===== src/rtl/mul_cdb_buffer_pkg.sv =====
// Shared types and default sizing for the multiplier-to-CDB result buffer.
// The packet is what the buffer presents to the CDB for one completed multiply.
package mul_cdb_buffer_pkg;

  localparam int XLEN          = 32;
  localparam int PRF_LEN       = 6;
  localparam int ROB_LEN       = 5;
  localparam int MUL_LAT       = 8;
  localparam int MUL_BUF_DEPTH = 4;

  typedef struct packed {
    logic [XLEN-1:0]    value;
    logic [PRF_LEN-1:0] prf_idx;
    logic [ROB_LEN-1:0] rob_idx;
    logic [XLEN-1:0]    PC;
  } MUL_CDB_PACKET;

endpackage


===== src/rtl/mul_buf_fifo.sv =====
// Generic DEPTH-entry register FIFO of MUL_CDB_PACKET with push, pop and flush.
// Flush wins over push/pop; a push into a full FIFO is dropped.
module mul_buf_fifo
  import mul_cdb_buffer_pkg::*;
#(
  parameter int DEPTH = MUL_BUF_DEPTH,
  localparam int PTR_W = $clog2(DEPTH),
  localparam int CNT_W = $clog2(DEPTH + 1)
) (
  input  logic                clock,
  input  logic                reset,
  input  logic                push,
  input  logic                pop,
  input  logic                flush,
  input  MUL_CDB_PACKET       wdata,
  output MUL_CDB_PACKET       rdata,
  output logic [CNT_W-1:0]    count,
  output logic                empty,
  output logic                full
);

  logic [PTR_W-1:0] head_reg;
  logic [PTR_W-1:0] tail_reg;
  logic [CNT_W-1:0] count_reg;
  logic [CNT_W-1:0] count_next;
  logic             do_push;
  logic             do_pop;
  MUL_CDB_PACKET    entry_q [DEPTH];

  assign empty   = (count_reg == '0);
  assign full    = (count_reg == CNT_W'(DEPTH));
  assign do_push = push && !full && !flush;
  assign do_pop  = pop && !empty && !flush;

  assign count_next = count_reg + CNT_W'(do_push) - CNT_W'(do_pop);

  genvar gi;
  generate
    for (gi = 0; gi < DEPTH; gi++) begin : g_entry
      MUL_CDB_PACKET entry_reg;

      always_ff @(posedge clock or negedge reset) begin
        if (!reset) begin
          entry_reg <= '0;
        end else if (do_push && (tail_reg == PTR_W'(gi))) begin
          entry_reg <= wdata;
        end
      end

      assign entry_q[gi] = entry_reg;
    end
  endgenerate

  // Pointers are exactly log2(DEPTH) wide so they wrap without compare logic.
  always_ff @(posedge clock or negedge reset) begin
    if (!reset) begin
      head_reg  <= '0;
      tail_reg  <= '0;
      count_reg <= '0;
    end else if (flush) begin
      head_reg  <= tail_reg;
      count_reg <= '0;
    end else begin
      if (do_push) tail_reg <= tail_reg + 1'b1;
      if (do_pop)  head_reg <= head_reg + 1'b1;
      count_reg <= count_next;
    end
  end

  assign rdata = entry_q[head_reg];
  assign count = count_reg;

endmodule


===== src/rtl/mul_cdb_buffer.sv =====
// Result buffer between the non-stallable multiplier and the CDB, with issue credits
// and post-squash result dropping. Define MUL_CDB_BUFFER_BYPASS_EN for 0-cycle bypass when empty.
module mul_cdb_buffer
  import mul_cdb_buffer_pkg::MUL_CDB_PACKET, mul_cdb_buffer_pkg::XLEN,
         mul_cdb_buffer_pkg::PRF_LEN, mul_cdb_buffer_pkg::ROB_LEN,
         mul_cdb_buffer_pkg::MUL_BUF_DEPTH;
#(
  parameter int DEPTH   = MUL_BUF_DEPTH,
  parameter int MUL_LAT = mul_cdb_buffer_pkg::MUL_LAT,
  localparam int CNT_W  = $clog2(DEPTH + 1),
  localparam int FLY_W  = $clog2(MUL_LAT + DEPTH + 1)
) (
  input  logic                clock,
  input  logic                reset,
  input  logic                mul_issue,
  input  logic                mul_valid,
  input  logic [XLEN-1:0]     mul_value,
  input  logic [PRF_LEN-1:0]  mul_prf_idx,
  input  logic [ROB_LEN-1:0]  mul_rob_idx,
  input  logic [XLEN-1:0]     mul_PC,
  input  logic                squash,
  input  logic                cdb_grant,
  output logic                issue_ok,
  output logic                buf_valid,
  output MUL_CDB_PACKET       buf_packet,
  output logic [CNT_W-1:0]    buf_count
);

  localparam int SUM_W = FLY_W + 1;

  logic [FLY_W-1:0] inflight_reg;
  logic [FLY_W-1:0] inflight_next;
  logic [FLY_W-1:0] drop_cnt_reg;
  logic [FLY_W-1:0] drop_cnt_next;
  logic             push_ok;
  logic             fifo_push;
  logic             fifo_pop;
  logic             fifo_empty;
  logic             fifo_full;
  logic [CNT_W-1:0] fifo_count;
  MUL_CDB_PACKET    in_pkt;
  MUL_CDB_PACKET    head_pkt;

  assign in_pkt = '{value: mul_value, prf_idx: mul_prf_idx, rob_idx: mul_rob_idx, PC: mul_PC};

  // The multiplier is never flushed, so inflight tracks every op regardless of squash.
  assign inflight_next = inflight_reg + FLY_W'(mul_issue) - FLY_W'(mul_valid);

  always_comb begin
    drop_cnt_next = drop_cnt_reg;
    if (squash) begin
      drop_cnt_next = inflight_next;
    end else if (mul_valid && (drop_cnt_reg != '0)) begin
      drop_cnt_next = drop_cnt_reg - 1'b1;
    end
  end

  always_ff @(posedge clock or negedge reset) begin
    if (!reset) begin
      inflight_reg <= '0;
      drop_cnt_reg <= '0;
    end else begin
      inflight_reg <= inflight_next;
      drop_cnt_reg <= drop_cnt_next;
    end
  end

  // Registered values only: a slot freed this cycle is offered one cycle later.
  assign issue_ok = (SUM_W'(fifo_count) + SUM_W'(inflight_reg)) < SUM_W'(DEPTH);

  assign push_ok  = mul_valid && (drop_cnt_reg == '0) && !squash;
  assign fifo_pop = !fifo_empty && cdb_grant && !squash;

`ifdef MUL_CDB_BUFFER_BYPASS_EN
  logic bypass;

  // An incoming result granted straight through never occupies a FIFO slot.
  assign bypass     = fifo_empty && push_ok;
  assign fifo_push  = push_ok && !(bypass && cdb_grant);
  assign buf_valid  = !fifo_empty || bypass;
  assign buf_packet = bypass ? in_pkt : head_pkt;
`else
  assign fifo_push  = push_ok;
  assign buf_valid  = !fifo_empty;
  assign buf_packet = head_pkt;
`endif

  mul_buf_fifo #(
    .DEPTH (DEPTH)
  ) u_fifo (
    .clock (clock),
    .reset (reset),
    .push  (fifo_push),
    .pop   (fifo_pop),
    .flush (squash),
    .wdata (in_pkt),
    .rdata (head_pkt),
    .count (fifo_count),
    .empty (fifo_empty),
    .full  (fifo_full)
  );

  assign buf_count = fifo_count;

  a_issue_credit: assert property (@(posedge clock) disable iff (!reset)
    mul_issue |-> issue_ok);

  a_no_overflow: assert property (@(posedge clock) disable iff (!reset)
    fifo_push |-> !fifo_full);

endmodule


===== config.mk =====
export PLATFORM = sky130hd
export DESIGN_NAME = mul_cdb_buffer
export DESIGN_NICKNAME = d
export VERILOG_FILES = /design/src/rtl/mul_cdb_buffer_pkg.sv /design/src/rtl/mul_buf_fifo.sv /design/src/rtl/mul_cdb_buffer.sv
export SDC_FILE = /design/constraint.sdc
export NUM_CORES = 1
export LEC_CHECK = 0
export BUFFER_PORTS_ARGS = -buffer_cell sky130_fd_sc_hd__clkbuf_2
export CAP_MARGIN = 20
export CORE_ASPECT_RATIO = 0.75
export CORE_UTILIZATION = 45
export CTS_BUF_LIST = sky130_fd_sc_hd__clkbuf_4 sky130_fd_sc_hd__clkbuf_8
export DETAILED_ROUTE_END_ITERATION = 6
export GPL_TIMING_DRIVEN = 0
export REMOVE_ABC_BUFFERS = 1
export SYNTH_ARGS = -nofsm -noshare
export SYNTH_HDL_FRONTEND = slang
export SYNTH_SLANG_ARGS = --single-unit

===== constraint.sdc =====
create_clock -name clock -period 3.5 [get_ports clock]
set_clock_uncertainty 0.1 [all_clocks]
set_input_delay 0.175 -clock clock [delete_from_list [all_inputs] [get_ports clock]]
set_output_delay 0.175 -clock clock [all_outputs]
set_load 0.01 [all_outputs]

# --- Word-level counts from Yosys, hierarchy flattened ---
# Cells that the tools add are included.
totals:
  reg_bits: 315
  elab_cells: 68
  inputBits: 81
classes:
  n_bitwise: 2
  n_lt_le_gt_ge: 2
  n_reduce_logical: 23
  mux: 8
  addsub: 8
  n_eq_ne: 4
ops:
  columns: ["operator", "n"]
  rows:
  - ["binary-select mux 75 bit (select 2 bit)", 1]
  - ["two-way mux 75 bit", 2]
  - ["logical AND 1 bit", 13]
  - ["two-way mux 4 bit", 2]
  - ["adder 3 x 4 -> 5 bit", 1]
  - ["less-than comparator 5 x 3 -> 1 bit, second input constant", 1]
  - ["adder 2 x 1 -> 2 bit, second input constant", 2]
  - ["adder 4 x 1 -> 4 bit", 1]
  - ["equality test 2 bit, second input constant", 2]
  - ["logical NOT 4 bit", 1]
  - ["two-way mux 2 bit", 2]
  - ["nonzero test 2 bit", 2]
  - ["nonzero test 4 bit", 1]
  - ["subtractor 4 x 1 -> 4 bit", 1]
  - ["subtractor 4 x 1 -> 4 bit, second input constant", 1]
  - ["adder 3 x 1 -> 3 bit", 1]
  - ["equality test 3 bit, second input constant", 1]
  - ["greater-or-equal comparator 3 bit, second input constant", 1]
  - ["logical NOT 1 bit", 3]
  - ["logical NOT 3 bit", 1]
  - ["two-way mux 3 bit", 1]
  - ["NOT 2 -> 3 bit", 1]
  - ["subtractor 3 x 1 -> 3 bit", 1]
  - ["equality test 2 x 1 -> 1 bit, second input constant", 1]
  - ["3 further kinds", 3]

# --- Longest topological paths before layout ---
# Gate-level depths: netlist (run 1).
depth:
  word_depth: 8
  mapped_depth: 11

# --- Hierarchy ---
# From an unflattened synthesis (run 1), not the netlist that was laid out.
unflattened:
  cells_unflattened: 822
  hier_area_um2: 14000.9
modules_own_cells:
  columns: ["module", "area_per_inst_um2", "cells_per_inst", "instances"]
  rows:
  - ["mul_buf_fifo", 13440.4, 767, 1]
  - ["mul_cdb_buffer", 560.5, 55, 1]

# --- Worst setup path before layout (run 1) ---
# No wires, ideal clock.
synth_timing:
  path_kind: "flip-flop to flip-flop"
  from: "reg drop_cnt_reg[0]"
  to: "reg u_fifo.count_reg[2], in the netlist u_fifo.count[2]"
  period_less_slack_ns: 2.578
  arrival_time_ns: 2.392
  setup_slack_ns: 0.922
  path_stages_with_launch: 12
  setup_ns: 0.086
  cell_sequence: "dfrtp_1 -> inv_1 -> ha_1 -> or3b_1 -> buf_6 -> nor4b_4 -> ha_1 -> inv_1 -> fa_1 -> xor2_1 -> and2_1 -> nor3_1"
synth_via:
  elab_chain_cells: 8
synth_lines:
  columns: ["element", "line_no", "source"]
  rows:
  - ["from (decl)", "mul_cdb_buffer.sv:33", "logic [FLY_W-1:0] drop_cnt_reg;"]
  - ["from (signal assigned)", "mul_cdb_buffer.sv:64", "drop_cnt_reg <= drop_cnt_next;"]
  - ["logical NOT 4 bit", "mul_cdb_buffer.sv:71", "assign push_ok = mul_valid && (drop_cnt_reg == '0) && !squash;"]
  - ["logical AND 1 bit (2 in series)", "mul_cdb_buffer.sv:71", null]
  - ["logical AND 1 bit (2 in series)", "mul_buf_fifo.sv:32", "assign do_push = push && !full && !flush;"]
  - ["adder 3 x 1 -> 3 bit", "mul_buf_fifo.sv:35", "assign count_next = count_reg + CNT_W'(do_push) - CNT_W'(do_pop);"]
  - ["subtractor 3 x 1 -> 3 bit", "mul_buf_fifo.sv:35", null]
  - ["two-way mux 3 bit", "mul_buf_fifo.sv:60", "end else if (flush) begin"]
  - ["to (signal assigned)", "mul_buf_fifo.sv:66", "count_reg <= count_next;"]
  - ["to (decl)", "mul_buf_fifo.sv:24", "logic [CNT_W-1:0] count_reg;"]
# No other way between the ends.
# A chain may end at the register's enable or synchronous reset.

# --- Worst setup path in the final report (run 1) ---
layout_timing:
  from: "reg drop_cnt_reg[0]"
  to: "reg u_fifo.g_entry[0].entry_reg, in the netlist u_fifo.entry_q[261]"
layout_via:
  elab_chain_cells: 6
layout_lines:
  columns: ["element", "line_no", "source"]
  rows:
  - ["logical NOT 4 bit", "mul_cdb_buffer.sv:71", null]
  - ["logical AND 1 bit (2 in series)", "mul_cdb_buffer.sv:71", null]
  - ["logical AND 1 bit (2 in series)", "mul_buf_fifo.sv:32", null]
  - ["logical AND 1 bit", "mul_buf_fifo.sv:45", "end else if (do_push && (tail_reg == PTR_W'(gi))) begin"]
  - ["to (signal assigned)", "mul_buf_fifo.sv:46", "entry_reg <= wdata;"]
  - ["to (decl)", "mul_buf_fifo.sv:40", "MUL_CDB_PACKET entry_reg;"]
# No other way between the ends.

==> results of run 1 <==
## synth_stat cells (all sizes together)
master	instances
dfrtp	315
mux2	302
mux4	75
buf	46
inv	15
ha	14
clkbuf	7
nor2	6
nand2	5
nor3	5
nand3b	4
xnor2	4
xor2	3
a211o	2
a31oi	2
fa	2
nor4b	2
o21ai	2
or3b	2
a2111o	1
a211oi	1
a21o	1
a21oi	1
and2	1
and4	1
nand3	1
nor2b	1
nor3b	1
o211ai	1
o221a	1
o311ai	1
o31ai	1
or3	1
or4	1
## metal layers
metal / vias up / global-route usage, % / share of wire [%]
met2: 152 / 28.6 / 45
met5: - / 0 / 0
met3: 41 / 5.03 / 5.4
li1: 3651 / - / -
met1: 4298 / 27.2 / 48
met4: 0 / 4.51 / 1.4
## per-stage QoR
step                      std cells  setup TNS [ns]  total power [W]  setup WS [ns]
final                          1590               0           0.0137          0.201
after global routing           1590               0           0.0145         0.0710
after CTS                      1587               0           0.0139         0.0157
after detailed placement       1409         -0.0562           0.0101       -0.00869
after global placement         1377        -2528.76          0.00979          -4.93
after floorplan                 775         -306.07          0.00866         -0.956
## worst max-delay path by stage
| stage | endpoint | cells past startpoint | slack [ns] | startpoint |
|---|---|---|---|---|
| final | u_fifo.entry_q[261] | 9 | 0.20 | drop_cnt_reg[0] |
| after CTS | u_fifo.entry_q[165] | 9 | 0.02 | drop_cnt_reg[0] |
| after detailed placement | u_fifo.entry_q[150] | 9 | -0.009 | drop_cnt_reg[0] |
| after global routing | u_fifo.entry_q[261] | 9 | 0.07 | drop_cnt_reg[0] |
| after floorplan | u_fifo.entry_q[106] | 5 | -0.96 | drop_cnt_reg[0] |
| after global placement | inflight_reg[0] | 1 | -4.93 | reset |
## power by group through the flow
stage          sequential, W  combinational (W)  clock (W)
2_1_floorplan        0.00558            0.00308          0
3_3_place_gp         0.00591            0.00388          0
3_5_place_dp         0.00571            0.00435          0
4_1_cts              0.00569            0.00442    0.00378
5_1_grt              0.00586            0.00471    0.00396
6_report             0.00568            0.00434    0.00365
## what timing repair did
action / CTS / global route
cloned: 0 / 0
pin swaps: 1 / 1
endpoints found under the setup margin: 8 / 8
buffers inserted: 0 / 2
hold buffers: 81 / 0
endpoints found under the hold margin: 553 / 0
## kinds of logic (layout without fill, tap and decap cells)
kind of cell,count (synthesis),in the layout,share of synthesized area (%)
AOI/OAI and AO/OA,14,14,0.709
muxes,377,377,39.0
adders and majority gates,16,16,1.44
buffers and inverters,68,387,4.26
and+or+nand+nor,31,31,1.67
DFF,315,315,52.6
other,0,1,0
xor gates and xnor gates,7,7,0.409
## layout make-up
cell class                      count  share of cell area [%]
Antenna cell                        1                  0.0135
Inverter                           15                   0.303
Clock buffer                       87                    5.98
Sequential cell                   315                    42.5
Multi-Input combinational cell    445                    34.9
Clock inverter                     10                   0.580
Tap cell                          442                    2.98
Timing Repair Buffer              275                    12.7
## critical path, delay by kind of cell, from the launching register on
kind / cells / cell delay, ns
multiplexers: 1 / 0.34
AND/OR/NAND/NOR: 2 / 1.25
buffers and inverters: 5 / 0.88
flip-flops: 1 / 0.38
adder cells (fa/ha/maj): 1 / 0.18
==> run metrics, run 1 <==
outcome=completed; RSZ-0062 raised after global routing=no; Placeable Area=between 0.03 and 0.04 mm^2; Ys Warns=0; max FFs per register=300; grt total ovfl=0; Fmax=around 300 MHz; critical path's largest stage delay=0.63 ns; VDD IR-drop max=a little over 500 uV; Wirelength per Cell=just under 20 um; Max Fanout on Critical Path=13; worst-margin pin slew=~0.89 ns; clock power share=a little over a quarter; I/O pins=about 160; fin crit period=approximately 3.3 ns; final setup fails=0; PortBufs=160; commonest non-fill, non-tap cells in the layout=dfrtp_1, mux2_4, clkbuf_2; Fin. Hold Viols=0; 1st-iter DRT viols=approximately 400; register bit total from synthesis=315; Netlist cell types=just over 40; Max clock buf depth=3; nets@finish=~1200; R2R setup slack=approximately 0.20 ns; dpl cell area=between 0.015 and 0.02 mm^2; clock-pin slew on the worst setup and hold paths=0.06 ns; Row Count=57; gr usage total=18.9%; Reg2Reg Depth=9; Setup CP Type=reg2reg; Seq/Total Area, Yosys=52.6%; Post-Route WL=a little over 30000 um; die area=about 0.034 mm^2; post-cts resize count=0; Die Ht=between 150 and 200 um; synthesized area=about 0.015 mm^2; Pwr Density=approximately 740 mW/mm^2; routed vias/inst=just over 5; crit path capture type=flip-flop; layout cells sized above 1=59.2%; Static Leak=~9 nW; combinational power share=31.7%; slew margin rel.=40.8%; Mapped Cells=roughly 830; share of power burned in registers=~42%; reg-to-reg endpoint=u_fifo.entry_q[261]; slowest stage cell on the critical path=or3b_1; Vias=between 8000 and 9000; Sw Ratio=between 20% and 30%; final core utilization=between 50% and 60%; critical path data required time=between 3 and 4 ns; worst r2r src=drop_cnt_reg[0]; Max-Cap Viols=0; drt pass-1 iters=4; Startpoint Class=flip-flop; effective utilization at floorplan=46.0%; synth top area cells=dfrtp_1, mux2_4, mux4_2; Synth area leader=dfrtp_1; Psw=0.00397 W; Slew Viols, Final=0; vias in the first global route=around 9000; Cell Chain, Critical Path=inv_1 -> ha_1 -> or3b_1 -> nor3_4 -> buf_8 -> buf_16 -> buf_16 -> buf_16 -> mux2_2; P_int=roughly 0.0097 W; post-route ant nets=0; fin area=0.0186 mm^2; htree depth=2; Skew-Pair Late Insertion Delay=~0.59 ns; die width=about 210 um; gpl congestion=between 0.7 and 0.8; drt drc=0; initial antenna violation count=1; CP dominant cell by count=buf_16; multi-input logic area=around 0.0065 mm^2; Synth Area per Inst=roughly 18 um^2; HPWL Detailed=19400 um; clk sinks=315; Layout area overhead=23.8%; Seq. cell area=just under 0.008 mm^2; Worst Hold Class=in2async; Inserted Clock Buffers=53; period utilization=94.3%; Arr. time, crit path=3.65 ns; hold slack=around 0.056 ns; most common cell after layout, fill and taps aside=dfrtp_1; filler instances=2619; Yosys top cell area share=roughly 53%; CTS tree=built; largest net degree at the start of global routing=109; clock root buffer master=clkbuf_8; first-pass GRT wire length=just over 50000 um
No activity file was read; power rests on OpenSTA's default activity.
==> run 2, diff against run 1 <==
Settings changed: BUFFER_PORTS_ARGS -buffer_cell sky130_fd_sc_hd__clkbuf_2 to -buffer_cell sky130_fd_sc_hd__buf_2, CORE_ASPECT_RATIO 0.75 to default.
==> run 2 against run 1 <==
Critical path type unchanged. Die area barely moved. Clock-buffer cell count fell by 4. Combinational power rose by 2%. Power fell by 2.1%. Critical path depth fell by 1. Sequential share of layout area rose by 0.22 points. First-iteration DRC count fell by 20%. Final cell count fell by 0.19%. Global-route usage fell by 0.31 points. Critical endpoint is now u_fifo.entry_q[51].
==> run metrics, run 2 (synthesis gave the netlist of run 1 again) <==
outcome=completed; clock-pin slew on the worst setup and hold paths=approximately 0.060 ns; die width=about 180 um; total power=~0.013 W; slowest stage cell on the critical path=nor3_4; clk sinks=315; Inserted Clock Buffers=54; Die Ht=approximately 180 um; dpl cell area=between 0.015 and 0.02 mm^2; most common cell after layout, fill and taps aside=dfrtp_1; Max-Cap Viols=0; crit path capture type=flip-flop; gr usage total=18.6%; vias in the first global route=8942; Layout area overhead=23.1%; max FFs per register=300; initial antenna violation count=0; Setup CP Type=reg2reg; Skew-Pair Late Insertion Delay=just under 0.6 ns; largest net degree at the start of global routing=approximately 120; routed vias/inst=about 5; hold slack=roughly 0.11 ns; post-route ant nets=0; ant diodes=0; critical path data required time=just under 4 ns; post-cts resize count=0; Non-Filler Instances=roughly 1600; Cell Chain, Critical Path=inv_1 -> ha_1 -> or3b_1 -> nor3_4 -> buf_16 -> buf_16 -> buf_8 -> mux2_2; Static Leak=8.88 nW; I/O pins=~160; Worst Hold Class=in2async; Startpoint Class=flip-flop; first-pass GRT wire length=roughly 50000 um; Pwr Density=approximately 720 mW/mm^2; Arr. time, crit path=3.56 ns; Placeable Area=0.0327 mm^2; fin crit period=3.20 ns; TNS Setup=0 ns; 1st-iter DRT viols=329; Max clock buf depth=3; family with the most delay on the worst path=simple AND/OR/NAND/NOR gates; Fin. Hold Viols=0; drt drc=0; commonest non-fill, non-tap cells in the layout=dfrtp_1, mux2_4, buf_2; Fmax=approximately 310 MHz; Wirelength per Cell=19.2 um; RSZ-0062 raised after global routing=no; grt total ovfl=0; CP dominant cell by count=buf_16; fin area=~0.018 mm^2; period utilization=about nine tenths; placed cell count=1410; Max Fanout on Critical Path=13; Row Count=66; worst path bufs/invs=4; layout cells sized above 1=59.1%; htree depth=2; HPWL Detailed=around 19000 um; VDD IR-drop max=442 uV; critical path's largest stage delay=0.75 ns; slew margin rel.=between 40% and 50%; clock root buffer master=clkbuf_8; PortBufs=160; Slew Viols, Final=0; CTS tree=built; worst-margin pin slew=around 0.79 ns; nets@finish=about 1200; filler instances=2646; effective utilization at floorplan=45.9%; die area=between 0.03 and 0.04 mm^2; Seq. cell area=roughly 0.008 mm^2; multi-input logic area=around 0.0065 mm^2; gpl congestion=roughly 0.7; Vias=around 8100; Post-Route WL=30500 um; drt pass-1 iters=4; final setup fails=0
==> run 2: layer usage <==
layer,up-vias,track usage [%],wire length [um]
li1,3654,-,-
met1,4212,26.5,14500
met2,155,28.8,14100
met3,48,3.95,1370
met4,0,5.23,539
met5,-,0,0
==> run 2: where the power goes <==
part | leakage [nW] | switching (W) | internal (W)
Sequential | 4.28 | 0.000790 | 0.00482
Combinational | 4.01 | 0.00165 | 0.00278
Clock | 0.588 | 0.00147 | 0.00187
==> run 2: area by class of cell <==
| class | instances | area share, % |
|---|---|---|
| clock buffers | 83 | 5.61 |
| multi-input cells | 445 | 35.1 |
| repair buffers | 277 | 13.0 |
| well taps | 442 | 3.00 |
| flip-flops and latches | 315 | 42.7 |
| clock inverters | 10 | 0.285 |
| inverters | 15 | 0.305 |
==> run 2: worst paths after layout <==
path / cells after the start / start / slack [ns] / endpoint
setup / recovery: 8 / drop_cnt_reg[0] / 0.30 / u_fifo.entry_q[51]
hold / removal: 2 / reset / 0.11 / u_fifo.entry_q[164]
setup reg to reg: 8 / drop_cnt_reg[0] / 0.30 / u_fifo.entry_q[51]
hold reg to reg: 1 / u_fifo.entry_q[72] / 0.40 / u_fifo.entry_q[72]
max in group asynchronous: 3 / reset / 2.05 / u_fifo.head_reg[1]
min in group clock: 3 / mul_value[27] / 0.30 / u_fifo.entry_q[220]
==> run 2: what timing repair did <==
action / in CTS / in global routing
buffers inserted: 0 / 4
hold endpoints to repair: 408 / 0
hold buffers: 80 / 0
setup endpoints to repair: 0 / 21
==> run 2: metrics by stage <==
stage	utilization, %	setup WS, ns
after CTS	56.4	0.0135
after global routing	56.5	0.142
final	56.5	0.297
after global placement	48.2	-4.06
after floorplan	-	-0.956
after detailed placement	50.6	0.0140
==> run 2: worst register-to-register path, delay by kind of cell, from the launching register on <==
kind / cells / cell delay [ns]
buffers and inverters: 4 / 0.71
DFF: 1 / 0.38
muxes: 1 / 0.35
adders and majority gates: 1 / 0.18
and+or+nand+nor: 2 / 1.36
